[src/rtl/tray_height_driver_if.sv]
// Move-command channel for tray_height_driver: valid/ready handshake carrying the
// target height, plus an abort strobe for the move in progress.
interface tray_height_driver_if;
  logic        cmd_valid;
  logic        cmd_ready;
  logic [31:0] cmd_target;
  logic        abort;

  modport master (output cmd_valid, output cmd_target, output abort, input cmd_ready);
  modport slave  (input cmd_valid, input cmd_target, input abort, output cmd_ready);
endinterface

[src/rtl/tray_height_driver.sv]
// Ramps the tray height toward a commanded, clamped target by STEP per clock; one command at a time.
// Latency: first step one edge after accept, ceil(D/STEP) edges per move. Backpressure: cmd_ready only in IDLE.
// Optional macro TRAY_SETTLE_EN adds a SETTLE hold of SETTLE_CYCLES after arrival.
module tray_height_driver #(
  parameter logic [31:0] STEP          = 32'd1,
  parameter logic [31:0] MAX_HEIGHT    = 32'h0000_FFFF,
  parameter int unsigned SETTLE_CYCLES = 4
) (
  input  logic                 clk,
  input  logic                 rst_n,
  tray_height_driver_if.slave  cmd,
  output logic [31:0]          tray_height,
  output logic [7:0]           tray_station,
  output logic                 busy,
  output logic                 done,
  output logic                 aborted
);

  typedef enum logic [1:0] {
    ST_IDLE   = 2'd0,
    ST_UP     = 2'd1,
`ifdef TRAY_SETTLE_EN
    ST_SETTLE = 2'd3,
`endif
    ST_DOWN   = 2'd2
  } state_t;

  localparam logic [7:0] STN_ZERO   = 8'h00;
  localparam logic [7:0] STN_STABLE = 8'h01;
  localparam logic [7:0] STN_UP     = 8'h02;
  localparam logic [7:0] STN_DOWN   = 8'h03;

  if (STEP == 32'd0 || SETTLE_CYCLES > 65535) begin : g_param_check
    $error("tray_height_driver: STEP must be >= 1 and SETTLE_CYCLES <= 65535");
  end

  state_t      r_state;
  logic [31:0] r_height;
  logic [31:0] r_target;
  logic        r_done;
  logic        r_aborted;
  logic        r_ready;
  logic        r_busy;
  logic [7:0]  r_station;

  state_t      w_nxt_state;
  logic [31:0] w_nxt_height;
  logic [31:0] w_nxt_target;
  logic        w_nxt_done;
  logic        w_nxt_aborted;
  logic [31:0] w_clamped;
  logic [31:0] w_up_gap;
  logic [31:0] w_dn_gap;

`ifdef TRAY_SETTLE_EN
  localparam logic [15:0] SETTLE_LOAD = (SETTLE_CYCLES <= 1) ? 16'd0 : 16'(SETTLE_CYCLES - 1);
  logic [15:0] r_settle_cnt;
  logic [15:0] w_nxt_settle_cnt;
`endif

  // Station is decoded from the state/height being registered, so it lines up with them.
  function automatic logic [7:0] station_of(input state_t s, input logic [31:0] h);
    if (s == ST_UP)        return STN_UP;
    else if (s == ST_DOWN) return STN_DOWN;
    else if (h == 32'd0)   return STN_ZERO;
    else                   return STN_STABLE;
  endfunction

  assign w_clamped = (cmd.cmd_target > MAX_HEIGHT) ? MAX_HEIGHT : cmd.cmd_target;
  assign w_up_gap  = r_target - r_height;
  assign w_dn_gap  = r_height - r_target;

  always_comb begin
    w_nxt_state   = r_state;
    w_nxt_height  = r_height;
    w_nxt_target  = r_target;
    w_nxt_done    = 1'b0;
    w_nxt_aborted = 1'b0;
`ifdef TRAY_SETTLE_EN
    w_nxt_settle_cnt = r_settle_cnt;
`endif
    case (r_state)
      ST_IDLE: begin
        if (cmd.cmd_valid && r_ready) begin
          w_nxt_target = w_clamped;
          if (w_clamped > r_height)      w_nxt_state = ST_UP;
          else if (w_clamped < r_height) w_nxt_state = ST_DOWN;
          else                           w_nxt_done  = 1'b1;
        end
      end
      ST_UP, ST_DOWN: begin
        if (cmd.abort) begin
          w_nxt_state   = ST_IDLE;
          w_nxt_aborted = 1'b1;
        end else if (((r_state == ST_UP) ? w_up_gap : w_dn_gap) <= STEP) begin
          // Snap to the target rather than overshoot, so height never wraps.
          w_nxt_height = r_target;
`ifdef TRAY_SETTLE_EN
          w_nxt_state      = ST_SETTLE;
          w_nxt_settle_cnt = SETTLE_LOAD;
`else
          w_nxt_state = ST_IDLE;
          w_nxt_done  = 1'b1;
`endif
        end else if (r_state == ST_UP) begin
          w_nxt_height = r_height + STEP;
        end else begin
          w_nxt_height = r_height - STEP;
        end
      end
`ifdef TRAY_SETTLE_EN
      ST_SETTLE: begin
        if (cmd.abort) begin
          w_nxt_state   = ST_IDLE;
          w_nxt_aborted = 1'b1;
        end else if (r_settle_cnt == 16'd0) begin
          w_nxt_state = ST_IDLE;
          w_nxt_done  = 1'b1;
        end else begin
          w_nxt_settle_cnt = r_settle_cnt - 16'd1;
        end
      end
`endif
      default: w_nxt_state = ST_IDLE;
    endcase
  end

  always_ff @(posedge clk or negedge rst_n) begin
    if (!rst_n) begin
      r_state   <= ST_IDLE;
      r_height  <= 32'd0;
      r_target  <= 32'd0;
      r_done    <= 1'b0;
      r_aborted <= 1'b0;
      r_ready   <= 1'b1;
      r_busy    <= 1'b0;
      r_station <= STN_ZERO;
`ifdef TRAY_SETTLE_EN
      r_settle_cnt <= 16'd0;
`endif
    end else begin
      r_state   <= w_nxt_state;
      r_height  <= w_nxt_height;
      r_target  <= w_nxt_target;
      r_done    <= w_nxt_done;
      r_aborted <= w_nxt_aborted;
      r_ready   <= (w_nxt_state == ST_IDLE);
      r_busy    <= (w_nxt_state != ST_IDLE);
      r_station <= station_of(w_nxt_state, w_nxt_height);
`ifdef TRAY_SETTLE_EN
      r_settle_cnt <= w_nxt_settle_cnt;
`endif
    end
  end

  assign cmd.cmd_ready = r_ready;
  assign tray_height   = r_height;
  assign tray_station  = r_station;
  assign busy          = r_busy;
  assign done          = r_done;
  assign aborted       = r_aborted;

endmodule

[src/flat_wrapper.sv]
// flat-port wrapper written by rule: the top's interface ports become plain ports
module tray_height_driver_flat 
#(
  parameter logic [31:0] STEP          = 32'd1,
  parameter logic [31:0] MAX_HEIGHT    = 32'h0000_FFFF,
  parameter int unsigned SETTLE_CYCLES = 4
)
  (clk, rst_n, tray_height, tray_station, busy, done, aborted, cmd_cmd_valid, cmd_cmd_target, cmd_abort, cmd_cmd_ready);
  tray_height_driver_if cmd_i ();
  input  logic clk;
  input  logic rst_n;
  output logic [31:0] tray_height;
  output logic [7:0] tray_station;
  output logic busy;
  output logic done;
  output logic aborted;
  input wire logic [$bits(cmd_i.cmd_valid)-1:0] cmd_cmd_valid;
  input wire logic [$bits(cmd_i.cmd_target)-1:0] cmd_cmd_target;
  input wire logic [$bits(cmd_i.abort)-1:0] cmd_abort;
  output wire logic [$bits(cmd_i.cmd_ready)-1:0] cmd_cmd_ready;
  assign cmd_i.cmd_valid = cmd_cmd_valid;
  assign cmd_i.cmd_target = cmd_cmd_target;
  assign cmd_i.abort = cmd_abort;
  assign cmd_cmd_ready = cmd_i.cmd_ready;
  tray_height_driver #(.STEP(STEP), .MAX_HEIGHT(MAX_HEIGHT), .SETTLE_CYCLES(SETTLE_CYCLES)) u_core (.clk(clk), .rst_n(rst_n), .cmd(cmd_i), .tray_height(tray_height), .tray_station(tray_station), .busy(busy), .done(done), .aborted(aborted));
endmodule
[config.mk]
export PLATFORM = sky130hd
export DESIGN_NAME = tray_height_driver_flat
export DESIGN_NICKNAME = d
export VERILOG_FILES = /design/src/rtl/tray_height_driver_if.sv /design/src/rtl/tray_height_driver.sv /design/src/flat_wrapper.sv
export SDC_FILE = /design/constraint.sdc
export NUM_CORES = 1
export LEC_CHECK = 0
export CORE_MARGIN = 5
export CORE_UTILIZATION = 60
export DETAILED_ROUTE_END_ITERATION = 16
export MAX_ROUTING_LAYER = met4
export PLACE_DENSITY_LB_ADDON = 0.25
export SKIP_CTS_REPAIR_TIMING = 1
export SLEW_MARGIN = 25
export SYNTH_ARGS = -nofsm -noshare
export SYNTH_HDL_FRONTEND = slang
export SYNTH_SLANG_ARGS = --single-unit
[constraint.sdc]
create_clock -name clk -period 6.4 [get_ports clk]
set_input_delay 0.96 -clock clk [delete_from_list [all_inputs] [get_ports clk]]
set_output_delay 0.96 -clock clk [all_outputs]
set_load 0.03 [all_outputs]
After elaboration in Yosys (flattened, before gate mapping)
Index checks and enable logic that the tools add are counted.
Word-level totals
  bits in registers: 78
  logic and storage cells: 50
  output and inout port bits: 44
  input port bits: 36
Operators by class
  $add $sub $neg: 4
  muxes and demuxes: 23
  reduce and logical (&&, ||, !) cells: 7
  equal/unequal tests: 4
  $lt $le $gt $ge: 4
Operator list (count)
  32-bit two-way mux: 6
  32-bit subtractor: 2
  32-bit by 1-bit adder with 32-bit output (second input constant): 1
  32-bit by 16-bit > comparator with 1-bit output (second input constant): 1
  32-bit > comparator: 1
  32-bit by 1-bit less-or-equal comparator with 1-bit output (second input constant): 1
  32-bit logical NOT: 1
  32-bit < comparator: 1
  32-bit by 1-bit subtractor with 32-bit output (second input constant): 1
  8-bit two-way mux: 2
  2-bit two-way mux: 5
  1-bit two-way mux: 8
  2-bit by 1-bit equality test with 1-bit output (second input constant): 2
  2-bit equality test (second input constant): 2
  2-bit logical NOT: 2
  2-bit one-hot mux with 2 select lines: 1
  1-bit one-hot mux with 2 select lines: 1
  2-bit AND reduction: 1
  2-bit nonzero test: 1
  2-bit OR reduction: 1
  1-bit logical AND: 1

Depth between registers and ports, before layout
Gate-level depths: netlist (run 1).
  depth after elaboration: 10
  gate-level depth with buffers: 25
  mapped depth without buffers: 24

Least setup slack after synthesis (run 1)
Ideal clock, no wire load.
  path type: register to register
  start: register u_core.r_height[0] (netlist: u_core.tray_height[0])
  end: register u_core.r_station[0] (netlist: u_core.tray_station[0])
  period minus slack after synthesis: 6060 ps
  setup time: 131 ps
  stages on the path, launching flop included: 26
  arrival: 5929 ps
  path buffers: 3
  required time: 6269 ps
  path slack: 340 ps
  cell sequence: dfrtp_1 -> inv_1 -> ha_1 -> fa_1 -> nand2b_1 -> a211o_1 -> and2_1 -> a22o_1 -> nor4b_1 -> mux2i_1 -> o211ai_1 -> or4_4 -> nor4_4 -> buf_4 -> buf_4 -> buf_2 -> nor2_1 -> o21ai_0 -> o21ai_0 -> nand2b_1 -> inv_1 -> ha_1 -> or4_1 -> nor3_1 -> and4bb_1 -> a31oi_1
On the way
  elaborated cells between the ends (all ways): 24
  classes of those cells: add/sub (4); order compare (3); eq/ne (2); mux (14); reduce/logical (1)
RTL lines
  start: declaration: RTL line tray_height_driver.sv:38  | logic [31:0] r_height;
  start signal: assignment: RTL line tray_height_driver.sv:143  | r_height <= w_nxt_height;
  32-bit subtractor, on equally long branches: RTL line tray_height_driver.sv:71, tray_height_driver.sv:70
  32-bit two-way mux: RTL line tray_height_driver.sv:95  | end else if (((r_state == ST_UP) ? w_up_gap : w_dn_gap) <= STEP) begin
  32-bit by 1-bit less-or-equal comparator with 1-bit output: RTL line tray_height_driver.sv:95
  2-bit two-way mux: RTL line tray_height_driver.sv:95
  2-bit two-way mux: RTL line tray_height_driver.sv:92  | if (cmd.abort) begin
  2-bit one-hot mux with 2 select lines *: RTL line tray_height_driver.sv:82  | case (r_state)
  net u_core.w_nxt_state[1]: RTL line tray_height_driver.sv:46  | state_t w_nxt_state;
  2-bit equality test: RTL line tray_height_driver.sv:64  | else if (s == ST_DOWN) return STN_DOWN;
  8-bit two-way mux: RTL line tray_height_driver.sv:64
  8-bit two-way mux *: RTL line tray_height_driver.sv:63  | if (s == ST_UP) return STN_UP;
  end signal: assignment: RTL line tray_height_driver.sv:149  | r_station <= station_of(w_nxt_state, w_nxt_height);
  end: declaration: RTL line tray_height_driver.sv:44  | logic [7:0] r_station;
Mark *: on every way through the listed nets, which the timed path passes. The rest lies on a longest branch.
A chain may end at the register's enable or synchronous reset.

Worst setup path in the final report (run 1)
  start: register u_core.r_height[0] (netlist: u_core.tray_height[0])
  end: register u_core.r_station[0] (netlist: u_core.tray_station[0])
On the way
  cells in the longest elaborated chain, start to end: 10
  elaborated cells between the ends (all ways): 24
  classes of those cells: add/sub (4); order compare (3); eq/ne (2); mux (14); reduce/logical (1)
RTL lines
  32-bit subtractor, on equally long branches: RTL line tray_height_driver.sv:71, tray_height_driver.sv:70
  32-bit two-way mux: RTL line tray_height_driver.sv:95
  32-bit by 1-bit less-or-equal comparator with 1-bit output: RTL line tray_height_driver.sv:95
  32-bit two-way mux *: RTL line tray_height_driver.sv:95
  32-bit two-way mux *: RTL line tray_height_driver.sv:92
  32-bit two-way mux *: RTL line tray_height_driver.sv:82
  net u_core.w_nxt_height[15]: RTL line tray_height_driver.sv:47  | logic [31:0] w_nxt_height;
  32-bit logical NOT *: RTL line tray_height_driver.sv:65  | else if (h == 32'd0) return STN_ZERO;
  1-bit two-way mux *: RTL line tray_height_driver.sv:65
  8-bit two-way mux *: RTL line tray_height_driver.sv:64
  8-bit two-way mux *: RTL line tray_height_driver.sv:63
Marks and branches as above.

==> results.txt, run 1 <==
----------------------------------------------------
[Run status]
  Run status ... completed

[CTS]
  Clock sink count ... 72
  Insertion delay of the later-clocked pin in the worst-skew pair ... 0.34 ns
  Buffer depth of the longest clock path ... 2
  Clock tree from TritonCTS ... built
  Maximum level of the CTS H-tree ... 3
  Clock tree root buffer cell ... clkbuf_16
  Clock-pin slew on the worst setup and hold paths ... 0.06 ns
  Number of buffers created by CTS ... 9

[Routing]
  Total number of vias ... 9,052
  Average wire length per cell after detail routing ... 19.8 microns
  Total wire length after detailed routing ... 28,200 microns
  Number of nets with antenna violations after routing ... 0
  TritonRoute pass-1 iters ... 6
  Count of routing violations after the opening detailed-route iteration ... 1,064
  Vias per cell ... 6.37
  DRC violation count after routing ... 0

[STA]
  Worst-margin pin slew ... 0.995 ns
  Relative slew slack ... 33.7%
  Minimum period implied by the final worst setup slack ... 6.04 ns
  Final setup violation count ... 0
  Max Fclk ... 0.166 GHz
  Unrepaired setup endpoints after global routing ... no
  Share of the clock period used by the worst path ... 94.4%
  Clk_skew ... 0.00923 ns
  Number of hold violations in the final report ... 0
  Total count of max-transition violations in the final report ... 0
  Setup TNS ... 0 ns

[Place]
  Gpl congestion ... 0.969
  PortBufs ... 73
  Number of placed cells counting well taps ... 1,406
  Dpl hpwl ... 22,400 microns

[Global route]
  Global route overflow ... 0
  Antenna violations before repair ... 0
  First-pass GRT wire length ... 45,500 microns
  Via count of the first global-routing pass ... 8,605
  Total global-route track usage ... 32.5%
  Pin count of the biggest net entering global routing ... 73

[Power]
  Psw ... 0.00310 W
  Comb power frac ... 77.6%
  Share of total power in the clock network ... 8.8%
  Sequential group share of total power ... 13.6%
  Cell internal power dissipation ... 0.00268 W
  Switching part of the total power ... 53.6%
  Power density over cell area ... 565 mW/mm^2
  Maximum vdd drop ... 470 uV
  Static leakage ... 4.50 nW

[Floorplanning]
  Area of the die ... 0.0176 sq mm
  Total I/O pin count ... 80
  Core area ... 0.0146 sq mm
  Total number of placement rows ... 44
  Initial standard-cell utilization of the core ... 61.7%
  Chip height ... 133 microns
  Width of the chip ... 133 microns

[Final layout]
  Nets@finish ... 1,402
  Ant diodes ... 0
  Proportion of layout cells with a drive suffix above 1 ... 5.98%
  Synthesis-to-finish area growth ... 13.0%
  Non-filler instance count after layout ... 1,422

[Yosys]
  Top cell type's share of synthesized area ... 19.7%
  FFs w/ async S/R, synth ... 100%
  Summed instance area of the synthesized netlist ... 0.00904 sq mm
  Cell taking the most area after synthesis ... dfrtp_1
  Most common cell in the netlist ... ha_1
  Number of flops mapped to enable cells by yosys ... 0
  Post-synth top cells ... 130 x ha_1, 128 x a21oi_1, 98 x nand2_1
  Post-synthesis cell count ... 1,165
  Number of storage elements in the synthesis netlist ... 72
  Sequential element share of the synthesized area ... 20.0%
  Avg Inst Size Synth ... 7.76 sq um
  Top cells by area, synth ... dfrtp_1 20%, ha_1 18%, a21oi_1 7.1%
  Count of cell types in the netlist ... 77
  Ys Warns ... 0
  Leading register cell type out of synthesis ... dfrtp_1

[Flow run]
  # Max-Cap Violations ... 0

[Worst setup path]
  CP required ... 6.60 ns
  Launch point of the critical path ... u_core.tray_height[0]
  Worst Reg-to-Reg Cells ... 19
  Register-to-register path setup slack ... 0.36 ns
  Reg-to-reg critical path endpoint ... u_core.tray_station[0]
  Worst setup path endpoint ... u_core.tray_station[0]
  Launch point of the worst reg-to-reg path ... u_core.tray_height[0]
  Critical path startpoint category ... flip-flop
  Critical path data arrival time ... 6.24 ns
  Setup crit end kind ... flip-flop
  Classification of the worst setup path ... reg -> reg
  CP max FO ... 44

[Worst hold path]
  Class of the worst hold path ... reg -> reg

----------------------------------------------------
==> critical path, stage by stage (launching register included) <==
cell and delay [ns]:
dfrtp_1 0.50, inv_1 0.15, ha_1 0.27, fa_1 0.41, nand2b_1 0.19, a211o_1 0.29
and2_1 0.17, a22o_1 0.23, nor4b_1 0.43, mux2i_1 0.25, o211ai_1 0.11, or4_4 0.56
nor4_4 0.20, buf_12 0.29, mux2i_1 0.22, o21ai_0 0.11, or4_1 0.55, or4_1 0.56
and4bb_1 0.28, a31oi_1 0.08
==> per-stage QoR <==
step / setup slack, ns / util [%] / hold slack, ns / area (sq um) / power, W
after global placement: 0.637 / 67.7 / 0.505 / 9910 / 0.00508
after floorplan: 0.340 / - / 0.475 / 9110 / 0.00397
final: 0.359 / 69.7 / 0.523 / 10200 / 0.00577
after CTS: 0.456 / 69.7 / 0.522 / 10200 / 0.00568
after detailed placement: 0.489 / 67.7 / 0.509 / 9910 / 0.00514
after global routing: 0.0810 / 69.7 / 0.552 / 10200 / 0.00624
==> worst min path at each step <==
| stage | start | end | slack, ns | cells after the start |
|---|---|---|---|---|
| after floorplan | u_core.r_target[0] | u_core.r_target[0] | 0.48 | 2 |
| after global placement | u_core.r_target[0] | u_core.r_target[0] | 0.50 | 2 |
| after detailed placement | u_core.r_target[28] | u_core.r_target[28] | 0.51 | 1 |
| after CTS | u_core.r_target[28] | u_core.r_target[28] | 0.52 | 1 |
| after global routing | u_core.r_target[28] | u_core.r_target[28] | 0.55 | 1 |
| final | u_core.r_target[28] | u_core.r_target[28] | 0.52 | 1 |
==> cell usage in the layout (no fill, tap or decap), types with 15 or more instances in the layout <==
cell and count:
a21oi_1 128, or2_2 20, dfrtp_1 71, nor2_1 85, xnor2_1 23, nor3_1 20, a211oi_1 20, xor2_1 19
a21o_1 22, mux2i_1 31, nand2_1 98, ha_1 130, clkdlybuf4s50_1 72, nor2b_1 19, o21ai_1 15, and2_1 27
nand4_1 22, o21ai_0 84, conb_1 22, nand3_1 20, inv_1 82, nand2b_1 20
==> kinds of logic after synthesis <==
family | after synthesis | share of synthesized area, %
buffers and inverters | 133 | 6.49
other | 1 | 0.0415
XOR/XNOR | 42 | 4.07
AO/OA/AOI/OAI | 385 | 26.8
flip-flops | 72 | 20.0
AND/OR/NAND/NOR | 365 | 20.2
adder cells (fa/ha/maj) | 133 | 18.7
multiplexers | 34 | 3.81
==> flip-flops by register name (all words and copies together), names as in the netlist <==
| register | count |
|---|---|
| u_core.busy | 1 |
| u_core.r_target | 32 |
| u_core.cmd.cmd_ready | 1 |
| u_core.tray_station | 2 |
| u_core.r_state | 2 |
| u_core.aborted | 1 |
| u_core.tray_height | 32 |
| u_core.done | 1 |
==> cell type report <==
cell class	instances	area (sq um)
clock buffers	10	229
clock inverters	6	68.8
fillers	1233	4440
inverters	83	312
multi-input cells	981	6730
flip-flops and latches	72	1800
well taps	184	230
repair buffers	86	838
==> power by group through the flow <==
| stage | clock (W) | combinational, W | sequential [W] |
|---|---|---|---|
| after global placement | 0 | 0.00430 | 0.000770 |
| after global routing | 0.000529 | 0.00491 | 0.000800 |
| after detailed placement | 0 | 0.00436 | 0.000778 |
| after CTS | 0.000510 | 0.00439 | 0.000773 |
| final | 0.000511 | 0.00448 | 0.000783 |
| after floorplan | 0 | 0.00304 | 0.000935 |
==> metal layers <==
| metal | part of all wire, % | track usage (%) | up-vias |
|---|---|---|---|
| li1 | - | - | 4303 |
| met1 | 45 | 46.9 | 4231 |
| met2 | 43 | 46.6 | 457 |
| met3 | 9.5 | 5.96 | 61 |
| met4 | 2.4 | 8.72 | 0 |
| met5 | 0 | - | - |
No activity file was read; power rests on OpenSTA's default activity.
==> run 2: changes to the inputs <==
--- a/config.mk
+++ b/config.mk
@@ -8,6 +8,8 @@
 export CORE_MARGIN = 5
 export CORE_UTILIZATION = 60
 export DETAILED_ROUTE_END_ITERATION = 16
+export DONT_BUFFER_PORTS = 1
+export HOLD_SLACK_MARGIN = 0.08
 export MAX_ROUTING_LAYER = met4
 export PLACE_DENSITY_LB_ADDON = 0.25
 export SKIP_CTS_REPAIR_TIMING = 1
==> run 2 against run 1 <==
  * Clock power increased by 8.2%
  * Combinational power decreased by 4%
  * Design area decreased by 5.5%
  * Highest routed layer unchanged
  * Register-to-register slack got worse by 0.07 ns
  * Hold slack got worse by 0.20 ns
  * Largest power group unchanged
==> results.txt, run 2 (synthesis gave the netlist of run 1 again) <==
----------------------------------------------------
[Run status]
  Run status ... completed

[Floorplanning]
  Initial standard-cell utilization of the core ... 61.7%
  Core area ... 0.0146 sq mm
  Area of the die ... 0.0176 sq mm
  Width of the chip ... 133 microns
  Chip height ... 133 microns
  Total number of placement rows ... 44
  Total I/O pin count ... 80

[Worst setup path]
  Launch point of the worst reg-to-reg path ... u_core.tray_height[13]
  Critical path data arrival time ... 6.31 ns
  Max stage delay cell, worst path ... dfrtp_1
  CP required ... 6.60 ns
  CP max FO ... 44
  Family with the most delay on the worst path ... simple AND/OR/NAND/NOR gates
  Launch point of the critical path ... u_core.tray_height[13]
  Ordered cell list for the critical path ... inv_1, ha_1, nand2_1, nor2_1, a211oi_2, a22o_1, nor4b_1, mux2i_1, o211ai_1, or4_4, nor4_4, buf_12, mux2i_1, o21ai_0, or4_1, or4_1, and4bb_1, a31oi_1
  Register-to-register path setup slack ... 0.29 ns
  Critical path startpoint category ... flip-flop
  Combined buffer and inverter count along the critical path ... 2
  Setup crit end kind ... flip-flop
  Peak per-stage delay on the critical path ... 0.59 ns
  Classification of the worst setup path ... reg -> reg

[Final layout]
  Non-filler instance count after layout ... 1,368
  Nets@finish ... 1,348
  Most used cells in the layout excluding fill and tap cells ... 130 x ha_1, 128 x a21oi_1, 98 x nand2_1
  Synthesis-to-finish area growth ... 6.81%
  Proportion of layout cells with a drive suffix above 1 ... 7.77%
  Final design area excluding fillers ... 0.00965 sq mm
  Leading cell type in the layout, fill and taps excluded ... ha_1
  Number of fillers in the final layout ... 1,246
  Ant diodes ... 0

[Global route]
  Via count of the first global-routing pass ... 8,134
  First-pass GRT wire length ... 44,200 microns
  Pin count of the biggest net entering global routing ... 73
  Global route overflow ... 0
  Antenna violations before repair ... 0
  Total global-route track usage ... 32.0%

[CTS]
  Clock tree root buffer cell ... clkbuf_16
  Buffer depth of the longest clock path ... 2
  Clock sink count ... 72
  Maximum level of the CTS H-tree ... 3
  Number of buffers created by CTS ... 9
  Insertion delay of the later-clocked pin in the worst-skew pair ... 0.34 ns
  Clock tree from TritonCTS ... built
  Clock-pin slew on the worst setup and hold paths ... 0.06 ns

[STA]
  Share of the clock period used by the worst path ... 95.5%
  Setup TNS ... 0 ns
  Final worst hold slack ... 0.319 ns
  Total count of max-transition violations in the final report ... 0
  Minimum period implied by the final worst setup slack ... 6.11 ns
  Relative slew slack ... 25.4%
  Clk_skew ... 0.00651 ns
  Max Fclk ... 0.164 GHz
  Final setup violation count ... 0
  Unrepaired setup endpoints after global routing ... no
  Worst-margin pin slew ... 1.12 ns
  Number of hold violations in the final report ... 0

[Routing]
  Vias per cell ... 6.46
  DRC violation count after routing ... 0
  Total number of vias ... 8,839
  Count of routing violations after the opening detailed-route iteration ... 1,050
  Number of nets with antenna violations after routing ... 0
  TritonRoute pass-1 iters ... 6
  Total wire length after detailed routing ... 27,900 microns
  Average wire length per cell after detail routing ... 20.4 microns

[Power]
  Maximum vdd drop ... 461 uV
  Static leakage ... 4.32 nW
  Power density over cell area ... 588 mW/mm^2

[Flow run]
  # Max-Cap Violations ... 0

[Place]
  Dpl hpwl ... 22,200 microns
  Number of placed cells counting well taps ... 1,352
  Gpl congestion ... 1.02
  PortBufs ... 0
  Post-place instance area ... 0.00933 sq mm

[Worst hold path]
  Class of the worst hold path ... in -> async

----------------------------------------------------
run 2: final timing paths:
kind | to | cells after the start
setup / recovery | u_core.tray_station[0] | 18
hold / removal | u_core.tray_height[1] | 0
setup reg to reg | u_core.tray_station[0] | 18
hold reg to reg | u_core.r_target[0] | 2
max in group asynchronous | u_core.cmd.cmd_ready | 0
min in group clk | u_core.r_target[0] | 2
run 2: cell type report:
type | count | area, sq um | share of cell area (%)
Tap cell | 184 | 230 | 2.39
Clock inverter | 3 | 65.1 | 0.674
Multi-Input combinational cell | 981 | 6730 | 69.7
Inverter | 83 | 312 | 3.23
Sequential cell | 72 | 1800 | 18.7
Timing Repair Buffer | 32 | 253 | 2.62
Clock buffer | 13 | 260 | 2.70
run 2: per-stage QoR:
stage / power (W) / setup WS [ns] / util [%]
after detailed placement: 0.00500 / 0.473 / 63.7
after CTS: 0.00558 / 0.357 / 65.9
after global routing: 0.00614 / 0.0189 / 65.9
final: 0.00568 / 0.285 / 65.9
after floorplan: 0.00397 / 0.340 / -
after global placement: 0.00493 / 0.552 / 63.7
run 2: layer usage:
layer  vias to the layer above  GRT usage (%)  share of wire (%)
met4                         0           10.3                3.0
met5                         -              -                  0
met3                        64           5.73                8.8
li1                       4201              -                  -
met2                       413           45.9                 43
met1                      4161           45.6                 46
run 2: worst register-to-register path, delay by kind of cell, from the launching register on:
kind / cells / cell delay (ns)
simple gates: 8 / 3.16
flops: 1 / 0.59
buf+inv: 2 / 0.45
compound gates: 5 / 0.76
mux: 2 / 0.50
fa+ha+maj: 1 / 0.52
run 2: report_power, final:
group	total, W	internal [W]	switching [W]
Clock	0.000553	0.000362	0.000191
Combinational	0.00431	0.00166	0.00265
Sequential	0.000813	0.000585	0.000228
==> RTL edit, RTL diff (config.mk and constraints of run 1) <==
Reset style: synchronous (`rst_n`), changed in one clocked block.
--- a/src/rtl/tray_height_driver.sv
+++ b/src/rtl/tray_height_driver.sv
@@ -126,5 +126,5 @@
   end
 
-  always_ff @(posedge clk or negedge rst_n) begin
+  always_ff @(posedge clk) begin
     if (!rst_n) begin
       r_state   <= ST_IDLE;
Formal check against the unedited RTL: differs if rst_n is asserted again (counterexample within 4 cycles, from zero or initial values and one cycle with rst_n low); with rst_n held inactive, the same outputs for 10 cycles.
==> RTL edit against run 1 <==
- final cell count increased by 18%
- worst setup slack worse by 0.16 ns
- synthesized area rose by 7.1%
- sequential cell count did not move
- cell area is 10% higher
- non-clock buffer count up 55
- maximum frequency down 2.6%
- hold slack got worse by 0.019 ns
- wire length up 26%
- critical path type unchanged
- critical endpoint is now u_core.tray_station[0]
Power is left out: the tool's default activity adds up to more than one toggle a clock period on the data nets, which glitch-free logic cannot reach.
==> RTL edit: results (changes against run 1) <==
synthArstFlopShare: 0  # -1.00
nNetsFinal: 1622  # +16%
seq_share: 0.128  # -0.0486
layout.nonclk_buf_frac: 0.111  # +0.0292
fin_cells: 1674  # +18%
grt_pass1_wl_mm: 55.3  # +22%
layout-drive-gt1-share: 0.0871  # +0.0273
vias: 11200  # +23%
synth_compound_gate_area_share: 0.284  # +0.0168
place_area_um2: 10900  # +10%
wl_per_cell_um: 21.2  # +6.6%
use_met2: 0.566  # +0.100
syn_avg_cell_area_um2: 7.19  # -7.3%
clock_area_frac: 0.0270  # -0.00218
met3_length_mm: 3.82  # +43%
wl_met1_mm: 15.2  # +19%
crit_fanout: 9  # -80%
grt_max_degree: 52  # -29%
yosysSeqAreaShare: 0.149  # -0.0506
highest_layer: "met4"
nClkBuffers: 9  # -1
wl_met2_mm: 15.0  # +24%
met1_usage: 0.533  # +0.0637
outcome: "completed"
dp_hpwl_mm: 28.7  # +28%
synth_area_leaders: "ha_1 17%, dfxtp_1 15%, a21oi_1 7.3%, nor2_1 4.7%, o21ai_0 4.3%"
final.setup_skew_ns: 0.00596  # -0.00327 ns
ys.flop_type: "dfxtp_1"
synth_fa_ha_area_frac: 0.174  # -0.0124
met3_usage: 0.0577  # -0.00188
multi_input_gates: 1138  # +16%
nFillCells: 1310  # +6.2%
clk_pin_slew_worst_paths_ns: 0.06  # about the same
grt_use_total: 0.385  # +0.0606
utilization: 0.712  # +0.0145
hp-start: "u_core.r_target[15]"
synth_xor_area_frac: 0.0425  # +0.00182
gr-max-usage-layer: "met2"
pre_cts_slack_ns: 0.230  # -0.259 ns
crit_arrival_ns: 6.42  # +0.18 ns
firstDrtPassIters: 8  # +2
buffers: 141  # +64%
gp_congestion: 1.05  # +8.2%
crit_path_start: "u_core.tray_height[18]"
multi_input_area_um2: 7650  # +14%
synth_common_cells: "141 x a21oi_1, 130 x ha_1, 121 x nor2_1"
netlist-cell-type-count: 81  # +5.2%
yosys-mux-area-fraction: 0.0242  # -0.0139
## RTL edit: cell types whose count changed after synthesis, sizes merged, moves of 16 or more
cell / delta
dfxtp: +72
dfrtp: -71
nor2: +37
a211oi: +25
and3: +16
nand4: +16
nor3: +16
## RTL edit: critical path, stage by stage, from the launching register on
cell	delay (ns)
dfxtp_1	0.40
inv_1	0.12
ha_1	0.51
nand2_1	0.20
nor4_1	0.79
nand2_1	0.12
o2111ai_1	0.14
o22ai_1	0.15
and2_1	0.20
or4_1	0.43
nor4b_1	0.32
nand4_1	0.28
nor3_4	0.28
nor2_2	0.06
a22oi_1	0.21
or2_2	0.16
inv_1	0.04
ha_1	0.16
a211oi_1	0.20
nand4_1	0.14
or4_1	0.44
or4_1	0.51
nor2_1	0.11
a211oi_1	0.07
## RTL edit: worst paths after layout
kind,slack [ns],end,cells after the start
worst min register to register,0.50,u_core.r_target[15],2
worst max register to register,0.20,u_core.tray_station[0],23
worst min-delay path,0.50,u_core.r_target[15],2
worst max-delay path,0.20,u_core.tray_station[0],23
